==> src/rtl/seq_multiplier.sv <==
// Unsigned shift-and-add multiplier, one partial-product step per clock, driving an external adder.
// Optional build macro SEQ_MULTIPLIER_ZERO_SKIP_EN: zero operands finish in one cycle.
module seq_multiplier #(
    parameter int DATA_WIDTH = 8
) (
    input  logic                    CLK,
    input  logic                    RST,
    input  logic                    START,
    input  logic [DATA_WIDTH-1:0]   X,
    input  logic [DATA_WIDTH-1:0]   Y,
    output logic                    BUSY,
    output logic                    DONE,
    output logic [2*DATA_WIDTH-1:0] P,
    output logic [DATA_WIDTH-1:0]   ADD_A,
    output logic [DATA_WIDTH-1:0]   ADD_B,
    output logic                    ADD_CI,
    input  logic [DATA_WIDTH-1:0]   ADD_S,
    input  logic                    ADD_CO
);
    localparam int CW = $clog2(DATA_WIDTH + 1);

    typedef enum logic [1:0] {
        S_IDLE = 2'd0,
        S_RUN  = 2'd1,
        S_DONE = 2'd2
    } state_t;

    state_t                  r_state;
    logic [DATA_WIDTH-1:0]   r_acc;
    logic [DATA_WIDTH-1:0]   r_mq;
    logic [DATA_WIDTH-1:0]   r_md;
    logic [CW-1:0]           r_cnt;
    logic [2*DATA_WIDTH-1:0] r_p;
    logic                    w_zero_op;

    assign w_zero_op = (X == '0) || (Y == '0);

    // Adder operands come only from registers, so no loop through the external adder.
    assign ADD_A  = r_acc;
    assign ADD_B  = r_mq[0] ? r_md : '0;
    assign ADD_CI = 1'b0;

    assign BUSY = (r_state != S_IDLE);
    assign DONE = (r_state == S_DONE);
    assign P    = r_p;

    always_ff @(posedge CLK or posedge RST) begin
        if (RST) begin
            r_state <= S_IDLE;
            r_acc   <= '0;
            r_mq    <= '0;
            r_md    <= '0;
            r_cnt   <= '0;
            r_p     <= '0;
        end else begin
            case (r_state)
                S_IDLE: begin
                    if (START) begin
                        r_md    <= X;
                        r_mq    <= Y;
                        r_acc   <= '0;
                        r_cnt   <= CW'(DATA_WIDTH);
                        r_state <= S_RUN;
`ifdef SEQ_MULTIPLIER_ZERO_SKIP_EN
                        if (w_zero_op) begin
                            r_p     <= '0;
                            r_state <= S_DONE;
                        end
`endif
                    end
                end
                S_RUN: begin
                    // Carry-out becomes the new ACC MSB; sum LSB shifts into MQ.
                    r_acc <= {ADD_CO, ADD_S[DATA_WIDTH-1:1]};
                    r_mq  <= {ADD_S[0], r_mq[DATA_WIDTH-1:1]};
                    r_cnt <= r_cnt - 1'b1;
                    if (r_cnt == CW'(1)) begin
                        r_p     <= {ADD_CO, ADD_S, r_mq[DATA_WIDTH-1:1]};
                        r_state <= S_DONE;
                    end
                end
                S_DONE:  r_state <= S_IDLE;
                default: r_state <= S_IDLE;
            endcase
        end
    end

`ifndef SEQ_MULTIPLIER_ZERO_SKIP_EN
    logic w_unused;
    assign w_unused = w_zero_op;
`endif

endmodule

==> config.mk <==
export PLATFORM = sky130hd
export DESIGN_NAME = seq_multiplier
export DESIGN_NICKNAME = d
export VERILOG_FILES = /design/src/rtl/seq_multiplier.sv
export SDC_FILE = /design/constraint.sdc
export NUM_CORES = 1
export LEC_CHECK = 0
export ABC_AREA = 0
export ABC_CLOCK_PERIOD_IN_PS = 1850
export CORE_MARGIN = 2
export CORE_UTILIZATION = 45
export CTS_BUF_LIST = sky130_fd_sc_hd__clkbuf_4 sky130_fd_sc_hd__clkbuf_8 sky130_fd_sc_hd__clkbuf_16
export CTS_CLUSTER_DIAMETER = 60
export DETAILED_ROUTE_END_ITERATION = 10
export PLACE_DENSITY_LB_ADDON = 0.1
export SKIP_LAST_GASP = 1
export SYNTH_ARGS = -nofsm -noshare
export SYNTH_HDL_FRONTEND = slang
export SYNTH_SLANG_ARGS = --single-unit
export TNS_END_PERCENT = 30
==> constraint.sdc <==
create_clock -name CLK -period 1.85 [get_ports CLK]
set_input_delay 0.37 -clock CLK [delete_from_list [all_inputs] [get_ports CLK]]
set_output_delay 0.37 -clock CLK [all_outputs]
set_load 0.005 [all_outputs]
==> impl_table.tex, run 1 <==
\begin{tabular}{lr}
\hline
Metric & Value \\
\hline
\multicolumn{2}{l}{\textbf{Run status}} \\
Outcome & finished clean \\
\multicolumn{2}{l}{\textbf{Detailed routing}} \\
Detailed Route Iter0 Violations & 84 \\
Number of optimization iterations in the first detailed-route pass & 4 \\
ANT nets after route & 0 \\
Remaining routing DRC violations & 0 \\
Vias post-DR & 1361 \\
Wire length reported by the detailed router & 3940 um \\
Final routed wire length divided by cell count & 14.4 um \\
Avg Vias per Cell & 4.97 \\
\multicolumn{2}{l}{\textbf{Floorplanning}} \\
Core footprint & 4090 um2 \\
Horizontal die dimension & 69.9 um \\
Y dimension of the die & 69.9 um \\
Die footprint & 4880 um2 \\
Count of boundary I/O pins & 63 \\
Cell row count & 23 \\
Effective utilization at floorplan & 47.8\% \\
\multicolumn{2}{l}{\textbf{Clocking}} \\
Clk Tree Root Cell & clkbuf\_8 \\
Clock-pin transition on the worst setup and hold timing paths & 0.08 ns \\
Clock sink count & 46 \\
Worst-Skew Late Latency & 0.29 ns \\
CTS tree & done \\
\# H-tree levels & 2 \\
Buffer levels on the longest clock path & 2 \\
Hold-fix buffer count after cts & 0 \\
CTS Buf Count & 5 \\
\multicolumn{2}{l}{\textbf{Setup path}} \\
Required time at the worst-slack endpoint & 1.48 ns \\
Kind of end point of the critical path & output pin \\
Category of the worst setup path launch point & register \\
Source of the worst register-to-register timing path & r\_cnt[1]\$\_DFFE\_PP0P\_ \\
Max Fanout on Critical Path & 4 \\
Slowest cell on the critical path & clkdlybuf4s50\_1 \\
Reg2reg setup slack & 0.25 ns \\
Setup Crit Path Kind & register to output pin \\
Worst EP arrival & 1.43 ns \\
Biggest cell delay along the critical path & 0.45 ns \\
Cell breakdown of the critical path & or2\_2 > clkdlybuf4s50\_1 \\
Critical Path Source & r\_state[1]\$\_DFFE\_PP0P\_ \\
\multicolumn{2}{l}{\textbf{Power}} \\
Leakage power summed over all cells & 1.22 nW \\
Power per cell area & 1580 nW/um2 \\
VDD IR-drop max & 0.000866 V \\
\multicolumn{2}{l}{\textbf{Synth}} \\
Flip-flop and latch count after synthesis & 46 \\
Fraction of the mapped netlist area in adder cells & 1.28\% \\
Compound-gate portion of the synthesized area & 7.44\% \\
Main combinational cell family by area after synthesis & multiplexers \\
Post-Syn Area & 1950 um2 \\
Share of the yosys chip area belonging to registers & 59.0\% \\
Number of distinct library cells after synthesis & 27 \\
Basic-gate share of the synthesized area counting and, or, nand and nor cells & 13.1\% \\
Mean instance size in the synthesized netlist & 12.2 um2 \\
Number of nets in the synthesized netlist & 190 \\
Synth Warn \# & 0 \\
Number of instances in the synthesized netlist & 160 \\
Share of cell area taken by muxes after synthesis & 15.6\% \\
Post-Synth XOR/XNOR Area & 0\% \\
\multicolumn{2}{l}{\textbf{Global routing}} \\
GRT overflow & 0 \\
Wire length of the first global-routing pass & 6670 um \\
Number of global-route vias before repair & 1407 \\
Number of antenna violations at the first check in global routing & 0 \\
Maximum number of pins on one net before global-route repair & 34 \\
Total global-route track usage & 17.4\% \\
\multicolumn{2}{l}{\textbf{Timing}} \\
Fin. max-slew vios & 0 \\
Final Hold Viols & 0 \\
Fin Hold WS & 0.347 ns \\
Highest clock rate & 0.555 GHz \\
Minimum clock period & 1.80 ns \\
Slew @ Worst Pin & 0.708 ns \\
Number of failing setup endpoints in the final timing report & 0 \\
Worst-case headroom to the max-slew limit & 52.7\% \\
Worst clock skew & 0.00578 ns \\
Final critical-path share of the clock period & 97.5\% \\
Unrepaired setup endpoints after global routing & true \\
\multicolumn{2}{l}{\textbf{Final layout}} \\
Most common cell after layout, fill and taps aside & clkdlybuf4s50\_1 \\
Fraction of the core area covered by cells at the end of the flow & 66.7\% \\
Growth of design area from synthesis to finish & 39.6\% \\
\# diodes & 0 \\
Commonest cells after routing, fill and taps aside & 61 x clkdlybuf4s50\_1, 44 x dfrtp\_1, 34 x nand2\_1 \\
Share of final-layout standard cells stronger than drive strength 1 & 18.8\% \\
Number of nets in the layout & 255 \\
\multicolumn{2}{l}{\textbf{Placed design}} \\
HPWL reported at the end of detailed placement & 2730 um \\
Gp weighted congestion & 0.775 \\
Number of port buffers & 61 \\
\multicolumn{2}{l}{\textbf{Hold path}} \\
Type of the most critical hold path & input port to async pin \\
\multicolumn{2}{l}{\textbf{Flow run}} \\
Max Cap Violations & 0 \\
\hline
\end{tabular}
[metrics by stage]
| stage | worst slack (ns) | setup TNS, ns | cells | power, mW | cell area, um2 |
|---|---|---|---|---|---|
| floorplan | 0.365 | 0 | 160 | 2.75 | 1950 |
| global placement | 0.110 | 0 | 266 | 3.64 | 2630 |
| detailed placement | 0.0801 | 0 | 266 | 3.73 | 2630 |
| CTS | 0.0189 | 0 | 274 | 4.37 | 2720 |
| global route | -0.00223 | -0.00223 | 274 | 4.61 | 2730 |
| finish | 0.0472 | 0 | 274 | 4.31 | 2730 |
[cell families (layout without fill, tap and decap cells)]
family	after synthesis	after routing
AOI/OAI and AO/OA	23	23
adders and majority gates	2	2
buffers and inverters	12	76
DFF	46	46
muxes	24	24
other	1	1
and+or+nand+nor	52	52
[synth_stat cells]
cell,number,area (um2)
nand2b_1,1,6.26
inv_1,4,15.0
o21ai_0,10,50.1
mux2_4,9,135
buf_4,1,7.51
a31oi_1,1,6.26
a211oi_1,1,7.51
mux2_2,15,169
buf_6,2,22.5
dfrtp_1,46,1150
nor3b_2,1,12.5
nand3b_1,2,15.0
clkbuf_1,2,7.51
nor3b_1,1,7.51
nand2_4,1,11.3
a22oi_1,8,60.1
conb_1,1,3.75
o22ai_1,1,6.26
nor3_1,1,5.00
and2b_1,1,7.51
or2_2,1,6.26
o21bai_1,2,15.0
buf_2,3,15.0
and2_1,8,50.1
ha_1,2,25.0
nand2_1,34,128
nor2b_1,1,6.26
[registers in the layout, summed over array words and instances, names as in the netlist]
name	flops
r_cnt	4
r_state	2
r_mq	8
ADD_A	8
r_md	8
P	16
[routing by layer]
layer / part of all wire (%) / track usage (%)
met5: 0 / 0
met4: 1.3 / 5.13
met3: 5.5 / 5.92
met2: 49 / 28.8
met1: 44 / 21.6
[where the power goes]
group / total (mW) / leakage, nW / switching (mW) / internal [mW]
Sequential: 1.82 / 0.554 / 0.311 / 1.51
Clock: 0.599 / 0.0431 / 0.311 / 0.288
Combinational: 1.89 / 0.624 / 0.688 / 1.20
[path summary, 6_finish.rpt]
| path | to | cells past startpoint |
|---|---|---|
| setup / recovery | BUSY | 2 |
| hold / removal | P[13]$_DFFE_PP0P_ | 2 |
| setup reg to reg | P[7]$_DFFE_PP0P_ | 5 |
| hold reg to reg | r_md[0]$_DFFE_PP0P_ | 1 |
| max in group asynchronous | r_mq[0]$_DFFE_PP0P_ | 3 |
| min in group CLK | r_md[0]$_DFFE_PP0P_ | 1 |
[worst max-delay path, delay by kind of cell (launching register included)]
family	cells	cell delay, ns
DFF	1	0.40
buffers and inverters	1	0.45
and+or+nand+nor	1	0.29
[final cells by class]
cell class	count	area, um2
inverters	4	15.0
repair buffers	66	673
multi-input cells	102	738
fillers	330	1360
clock buffers	6	82.6
flip-flops and latches	46	1150
well taps	50	62.6
[timing repair]
| item | 4_1_cts | 5_1_grt |
|---|---|---|
| endpoints found under the setup margin | 1 | 9 |
| cloned | 0 | 0 |
| setup buffers | 2 | 0 |
| gates resized for setup | 1 | 1 |
(Power assumes the default switching activity.)
==> inputs of run 2 (changes only) <==
- ABC_CLOCK_PERIOD_IN_PS: 1850 -> 1900
- CTS_BUF_LIST: sky130_fd_sc_hd__clkbuf_4 sky130_fd_sc_hd__clkbuf_8 sky130_fd_sc_hd__clkbuf_16 -> sky130_fd_sc_hd__clkbuf_8
- SKIP_CTS_REPAIR_TIMING: unset -> 1
- clock period: 1.85 -> 1.9 ns (I/O delays scaled with it)
==> run 2 against run 1 <==
Final area down 0.14%. Clock skew grew 0.0017 ns. Hold slack better by 0.082 ns. Sequential share of layout area up 0.058 points. Clock-buffer cell count unchanged. Critical endpoint is now ADD_B[3]. Routed wire length rose by 0.23%. Utilization decreased by 0.092 points. Largest cell class unchanged. Non-clock buffer count shrank 2. Register-to-register slack gained 0.05 ns. Cell count unchanged.
==> impl_table.tex, run 2 (same netlist as run 1, synthesis figures left out) <==
\begin{tabular}{lr}
\hline
Metric & Value \\
\hline
\multicolumn{2}{l}{\textbf{Placed design}} \\
HPWL reported at the end of detailed placement & 2700 um (was 2730 um) \\
\# placed instances & 266 (unchanged) \\
Gp weighted congestion & 0.773 (was 0.775) \\
Number of port buffers & 61 (unchanged) \\
\multicolumn{2}{l}{\textbf{Timing}} \\
Highest clock rate & 0.557 GHz \\
Unrepaired setup endpoints after global routing & false (was true) \\
Setup TNS & 0 ns (unchanged) \\
Final critical-path share of the clock period & 94.5\% \\
Worst-case headroom to the max-slew limit & 52.9\% (was 52.7\%) \\
Fin. max-slew vios & 0 (unchanged) \\
Slew @ Worst Pin & 0.705 ns (was 0.708 ns) \\
Number of failing setup endpoints in the final timing report & 0 (unchanged) \\
Final Hold Viols & 0 (unchanged) \\
Minimum clock period & 1.80 ns \\
Worst clock skew & 0.00745 ns (was 0.00578 ns) \\
\multicolumn{2}{l}{\textbf{Flow run}} \\
Max Cap Violations & 0 (unchanged) \\
\multicolumn{2}{l}{\textbf{Setup path}} \\
Max Fanout on Critical Path & 9 (was 4) \\
Kind of end point of the critical path & output pin (unchanged) \\
Required time at the worst-slack endpoint & 1.52 ns (was 1.48 ns) \\
Setup Crit Path Kind & register to output pin (unchanged) \\
Worst EP arrival & 1.42 ns (was 1.43 ns) \\
Category of the worst setup path launch point & register (unchanged) \\
\multicolumn{2}{l}{\textbf{Detailed routing}} \\
Final routed wire length divided by cell count & 14.4 um (about the same) \\
Vias post-DR & 1389 (was 1361) \\
Detailed Route Iter0 Violations & 47 (was 84) \\
Wire length reported by the detailed router & 3950 um (was 3940 um) \\
Remaining routing DRC violations & 0 (unchanged) \\
Avg Vias per Cell & 5.07 (was 4.97) \\
Number of optimization iterations in the first detailed-route pass & 4 (unchanged) \\
ANT nets after route & 0 (unchanged) \\
\multicolumn{2}{l}{\textbf{Final layout}} \\
Number of nets in the layout & 253 (was 255) \\
Growth of design area from synthesis to finish & 39.4\% (was 39.6\%) \\
Footprint of the multi-input gates & 738 um2 (unchanged) \\
Layout filler cell count & 306 (was 330) \\
Most common cell after layout, fill and taps aside & clkdlybuf4s50\_1 (unchanged) \\
Share of final-layout standard cells stronger than drive strength 1 & 18.3\% (was 18.8\%) \\
Commonest cells after routing, fill and taps aside & 60 x clkdlybuf4s50\_1, 44 x dfrtp\_1, 34 x nand2\_1 (was 61 x clkdlybuf4s50\_1, 44 x dfrtp\_1, 34 x nand2\_1) \\
Largest register FFs & 16 (unchanged) \\
Seq. cell area & 1150 um2 (unchanged) \\
Final instance count without filler cells & 274 (unchanged) \\
\# diodes & 0 (unchanged) \\
\multicolumn{2}{l}{\textbf{Global routing}} \\
GRT overflow & 0 (unchanged) \\
Wire length of the first global-routing pass & 6590 um (was 6670 um) \\
Maximum number of pins on one net before global-route repair & 47 (was 34) \\
Number of antenna violations at the first check in global routing & 0 (unchanged) \\
Number of global-route vias before repair & 1385 (was 1407) \\
Total global-route track usage & 17.0\% (was 17.4\%) \\
\multicolumn{2}{l}{\textbf{Floorplanning}} \\
Cell row count & 23 (unchanged) \\
Horizontal die dimension & 69.9 um (unchanged) \\
Count of boundary I/O pins & 63 (unchanged) \\
Effective utilization at floorplan & 47.8\% (unchanged) \\
Die footprint & 4880 um2 (unchanged) \\
Core footprint & 4090 um2 (unchanged) \\
Y dimension of the die & 69.9 um (unchanged) \\
\multicolumn{2}{l}{\textbf{Clocking}} \\
CTS Buf Count & 5 (unchanged) \\
\# H-tree levels & 2 (unchanged) \\
Clk Tree Root Cell & clkbuf\_8 (unchanged) \\
Worst-Skew Late Latency & 0.29 ns (about the same) \\
CTS tree & done (unchanged) \\
Clock sink count & 46 (unchanged) \\
Buffer levels on the longest clock path & 2 (unchanged) \\
Clock-pin transition on the worst setup and hold timing paths & 0.08 ns (about the same) \\
\multicolumn{2}{l}{\textbf{Power}} \\
VDD IR-drop max & 0.000747 V (was 0.000866 V) \\
Leakage power summed over all cells & 1.23 nW (was 1.22 nW) \\
Power per cell area & 1540 nW/um2 (was 1580 nW/um2) \\
\multicolumn{2}{l}{\textbf{Hold path}} \\
Type of the most critical hold path & input port to async pin (unchanged) \\
\multicolumn{2}{l}{\textbf{Run status}} \\
Outcome & finished clean (unchanged) \\
\hline
\end{tabular}
[run 2: per-stage QoR]
step | worst slack, ns | power (mW) | instance area, um2 | util, % | hold slack (ns)
final | 0.105 | 4.19 | 2720 | 66.6 | 0.428
after global routing | 0.00369 | 4.49 | 2720 | 66.6 | 0.470
after CTS | 0.0303 | 4.25 | 2720 | 66.5 | 0.433
after detailed placement | 0.121 | 3.63 | 2630 | 64.2 | 0.490
after global placement | 0.150 | 3.55 | 2630 | 64.2 | 0.483
after floorplan | 0.415 | 2.68 | 1950 | - | 0.469
[run 2: layer usage]
metal / GRT usage [%] / part of all wire (%) / vias to the layer above / wire, um
met5: 0 / 0 / - / 0
met4: 6.41 / 0.63 / 0 / 25
met3: 4.76 / 6.4 / 6 / 252
met2: 27.3 / 51 / 46 / 2000
met1: 21.8 / 42 / 675 / 1670
li1: - / - / 662 / -
[run 2: worst max-delay path: stages, from the launching register on]
cell,delay (ns)
dfrtp_1,0.45
and2_1,0.16
clkdlybuf4s50_1,0.51
[run 2: cell type report]
cell class / instances / area share [%]
clock inverters: 2 / 0.322
flip-flops and latches: 46 / 42.4
well taps: 50 / 2.30
clock buffers: 6 / 3.03
inverters: 4 / 0.552
repair buffers: 64 / 24.3
multi-input cells: 102 / 27.1
[run 2: path summary, 6_finish.rpt]
check | startpoint | end | slack, ns | cells past startpoint
min | RST | ADD_A[5]$_DFFE_PP0P_ | 0.43 | 3
max | r_mq[0]$_DFFE_PP0P_ | ADD_B[3] | 0.10 | 2
min in group CLK | r_md[0]$_DFFE_PP0P_ | r_md[0]$_DFFE_PP0P_ | 0.50 | 1
max reg2reg | r_cnt[1]$_DFFE_PP0P_ | P[0]$_DFFE_PP0P_ | 0.30 | 5
min reg2reg | r_md[0]$_DFFE_PP0P_ | r_md[0]$_DFFE_PP0P_ | 0.50 | 1
max in group asynchronous | RST | r_state[1]$_DFFE_PP0P_ | 1.26 | 3
[run 2: where the power goes]
part / switching, mW / internal (mW) / total (mW)
Sequential: 0.310 / 1.47 / 1.78
Combinational: 0.659 / 1.15 / 1.81
Clock: 0.311 / 0.288 / 0.599
Total: 1.28 / 2.91 / 4.19
==> RTL edit, RTL diff (settings of run 1) <==
Add an input register stage for `START`, `X`, `Y`, `ADD_S` and `ADD_CO`; this delays them by one clock.
--- a/src/rtl/seq_multiplier.sv
+++ b/src/rtl/seq_multiplier.sv
@@ -26,4 +26,18 @@
     } state_t;
 
+    logic START_q;
+    logic [DATA_WIDTH-1:0] X_q;
+    logic [DATA_WIDTH-1:0] Y_q;
+    logic [DATA_WIDTH-1:0] ADD_S_q;
+    logic ADD_CO_q;
+
+    always_ff @(posedge CLK) begin
+        START_q  <= START;
+        X_q      <= X;
+        Y_q      <= Y;
+        ADD_S_q  <= ADD_S;
+        ADD_CO_q <= ADD_CO;
+    end
+
     state_t                  r_state;
     logic [DATA_WIDTH-1:0]   r_acc;
@@ -34,5 +48,5 @@
     logic                    w_zero_op;
 
-    assign w_zero_op = (X == '0) || (Y == '0);
+    assign w_zero_op = (X_q == '0) || (Y_q == '0);
 
     // Adder operands come only from registers, so no loop through the external adder.
@@ -56,7 +70,7 @@
             case (r_state)
                 S_IDLE: begin
-                    if (START) begin
-                        r_md    <= X;
-                        r_mq    <= Y;
+                    if (START_q) begin
+                        r_md    <= X_q;
+                        r_mq    <= Y_q;
                         r_acc   <= '0;
                         r_cnt   <= CW'(DATA_WIDTH);
@@ -72,9 +86,9 @@
                 S_RUN: begin
                     // Carry-out becomes the new ACC MSB; sum LSB shifts into MQ.
-                    r_acc <= {ADD_CO, ADD_S[DATA_WIDTH-1:1]};
-                    r_mq  <= {ADD_S[0], r_mq[DATA_WIDTH-1:1]};
+                    r_acc <= {ADD_CO_q, ADD_S_q[DATA_WIDTH-1:1]};
+                    r_mq  <= {ADD_S_q[0], r_mq[DATA_WIDTH-1:1]};
                     r_cnt <= r_cnt - 1'b1;
                     if (r_cnt == CW'(1)) begin
-                        r_p     <= {ADD_CO, ADD_S, r_mq[DATA_WIDTH-1:1]};
+                        r_p     <= {ADD_CO_q, ADD_S_q, r_mq[DATA_WIDTH-1:1]};
                         r_state <= S_DONE;
                     end
Formal check against the unedited RTL: not equivalent (a bounded check fails within 4 cycles, from zero or initial values and one cycle with RST high).
==> RTL edit against run 1 <==
- largest cell class unchanged
- setup slack better by 0.040 ns
- non-clock buffer count rose by 2
- critical path type unchanged
- synthesized area increased by 27%
- combinational power is 3% lower
- final cell count rose by 21%
- routed wire length up 14%
- sequential share of layout area increased by 7.0 points
- sequential cell count rose by 26
- total power rose by 28%
- cell area rose by 25%
- first-iteration DRC count down 33%
- global-route usage decreased by 1.0 points
- sequential power rose by 32%
==> RTL edit: results (changes against run 1) <==
outcome complete, no violations; CTS Buf Count 9 (+4); GRT Util Overall 16.4% (-1.0 points); Net Count, Synth 216 (+14%); first-pass GRT wire length 7560 um (+13%); R2R cell count 5 (unchanged); min-delay worst type in2async; Slew HR 51.7% (-0.98 points); worst vdd ir 0.925 mV (+6.8%); initial antenna violation count 0 (unchanged); Top Metal Used met4; Yosys cell types 28 (+3.7%); LEAKAGE 0.00152 uW (+25%); post-layout net count 287 (+13%); Ys Warns 0 (unchanged); number of global-route vias before repair 1573 (+12%); top cells by count, synth dfrtp_1, nand2_1, dfxtp_1, mux2_2, o21ai_0; port buffer count 61 (unchanged); gpl congestion 0.662 (-15%); via-per-instance ratio 4.70 (-5.4%); Area after DPL 3170 um^2 (+21%); WL met3 218 um (+0.93%); largest net degree at the start of global routing 32 (-5.9%); CP Data Arrival Time 1.39 ns (-0.04 ns); Async SR Flop Fraction 63.9% (-36 points); routed wl met2 2150 um (+12%); Metal-1 WL 2040 um (+17%); Clock Pin Slew Worst Setup and Hold Paths 0.07 ns; largest fanout on the critical path 9 (+5); DP HPWL 2960 um (+8.4%); Synth area leaders dfrtp_1, dfxtp_1, mux2_2; CTS H-Tree Depth 3 (+1); Seq/Total Area, Yosys 67.6% (+8.7 points); clock buffer depth 2 (unchanged); layout cells sized above 1 20.6% (+1.9 points); Final Skew 0.00631 ns (+0.000536 ns); crit-path max cell delay 0.49 ns (+0.04 ns); WL/cell 13.5 um (-6.1%); clock latency on the worst-skew pair 0.33 ns (+0.04 ns); DR iter-0 viols 56 (-33%)
## RTL edit: cell types whose count changed in the layout (fill, tap and decap cells not counted), sizes merged
cell / change
buf: +2
clkinv: +2
dlygate4sd2: +1
bufinv: +1
clkbuf: +7
clkdlybuf4s50: -1
dfxtp: +26
## RTL edit: cell type report
class,count,area [um^2]
clock buffer,13,166
clock inverter,3,40.0
fill,427,1810
inverter,4,15.0
multi-input combinational,102,738
sequential,72,1670
tap,70,87.6
timing repair buffer,68,674
## RTL edit: repair_timing
action | in CTS | in global routing
pin swaps | 0 | 0
endpoints found under the setup margin | 1 | 8
hold buffers | 0 | 0
resized for setup | 2 | 1
setup buffers | 3 | 0
## RTL edit: kinds of logic after synthesis
group	share of synthesized area, %
other	0.152
DFF	67.6
and+or+nand+nor	10.3
muxes	12.3
buffers and inverters	2.68
AOI/OAI and AO/OA	5.87
adders and majority gates	1.01
## RTL edit: report_power, final
part	switching, uW	leakage (uW)	internal (uW)	total (uW)
Sequential	323	0.000779	2090	2410
Combinational	676	0.000635	1170	1840
Clock	525	0.000110	723	1250
Total	1520	0.00152	3980	5500
## RTL edit: layer usage
layer  track usage (%)  vias to the layer above
met2              24.5                       40
met5                 0                        -
met4              9.82                        0
li1                  -                      759
met3              4.02                        8
met1              21.6                      753
## RTL edit: path summary, 6_finish.rpt
| path | from | end | slack, ns |
|---|---|---|---|
| max in group asynchronous | RST | r_state[0] | 1.02 |
| min in group CLK | Y_q[7] | r_mq[7] | 0.45 |
| setup / recovery | r_mq[0] | ADD_B[7] | 0.09 |
| hold reg to reg | Y_q[7] | r_mq[7] | 0.45 |
| setup reg to reg | r_cnt[1] | P[10] | 0.27 |
| hold / removal | RST | ADD_A[7] | 0.33 |
## RTL edit: metrics by stage
| step | std cells | hold slack (ns) | worst slack (ns) | utilization [%] | power (uW) |
|---|---|---|---|---|---|
| after global placement | 313 | 0.430 | 0.312 | 60.8 | 4230 |
| after detailed placement | 313 | 0.430 | 0.290 | 60.8 | 4280 |
| final | 332 | 0.333 | 0.0868 | 65.2 | 5500 |
| after global routing | 332 | 0.353 | 0.0138 | 65.2 | 5870 |
| after CTS | 332 | 0.328 | 0.00441 | 65.2 | 5580 |
| after floorplan | 186 | 0.398 | 0.367 | - | 3330 |
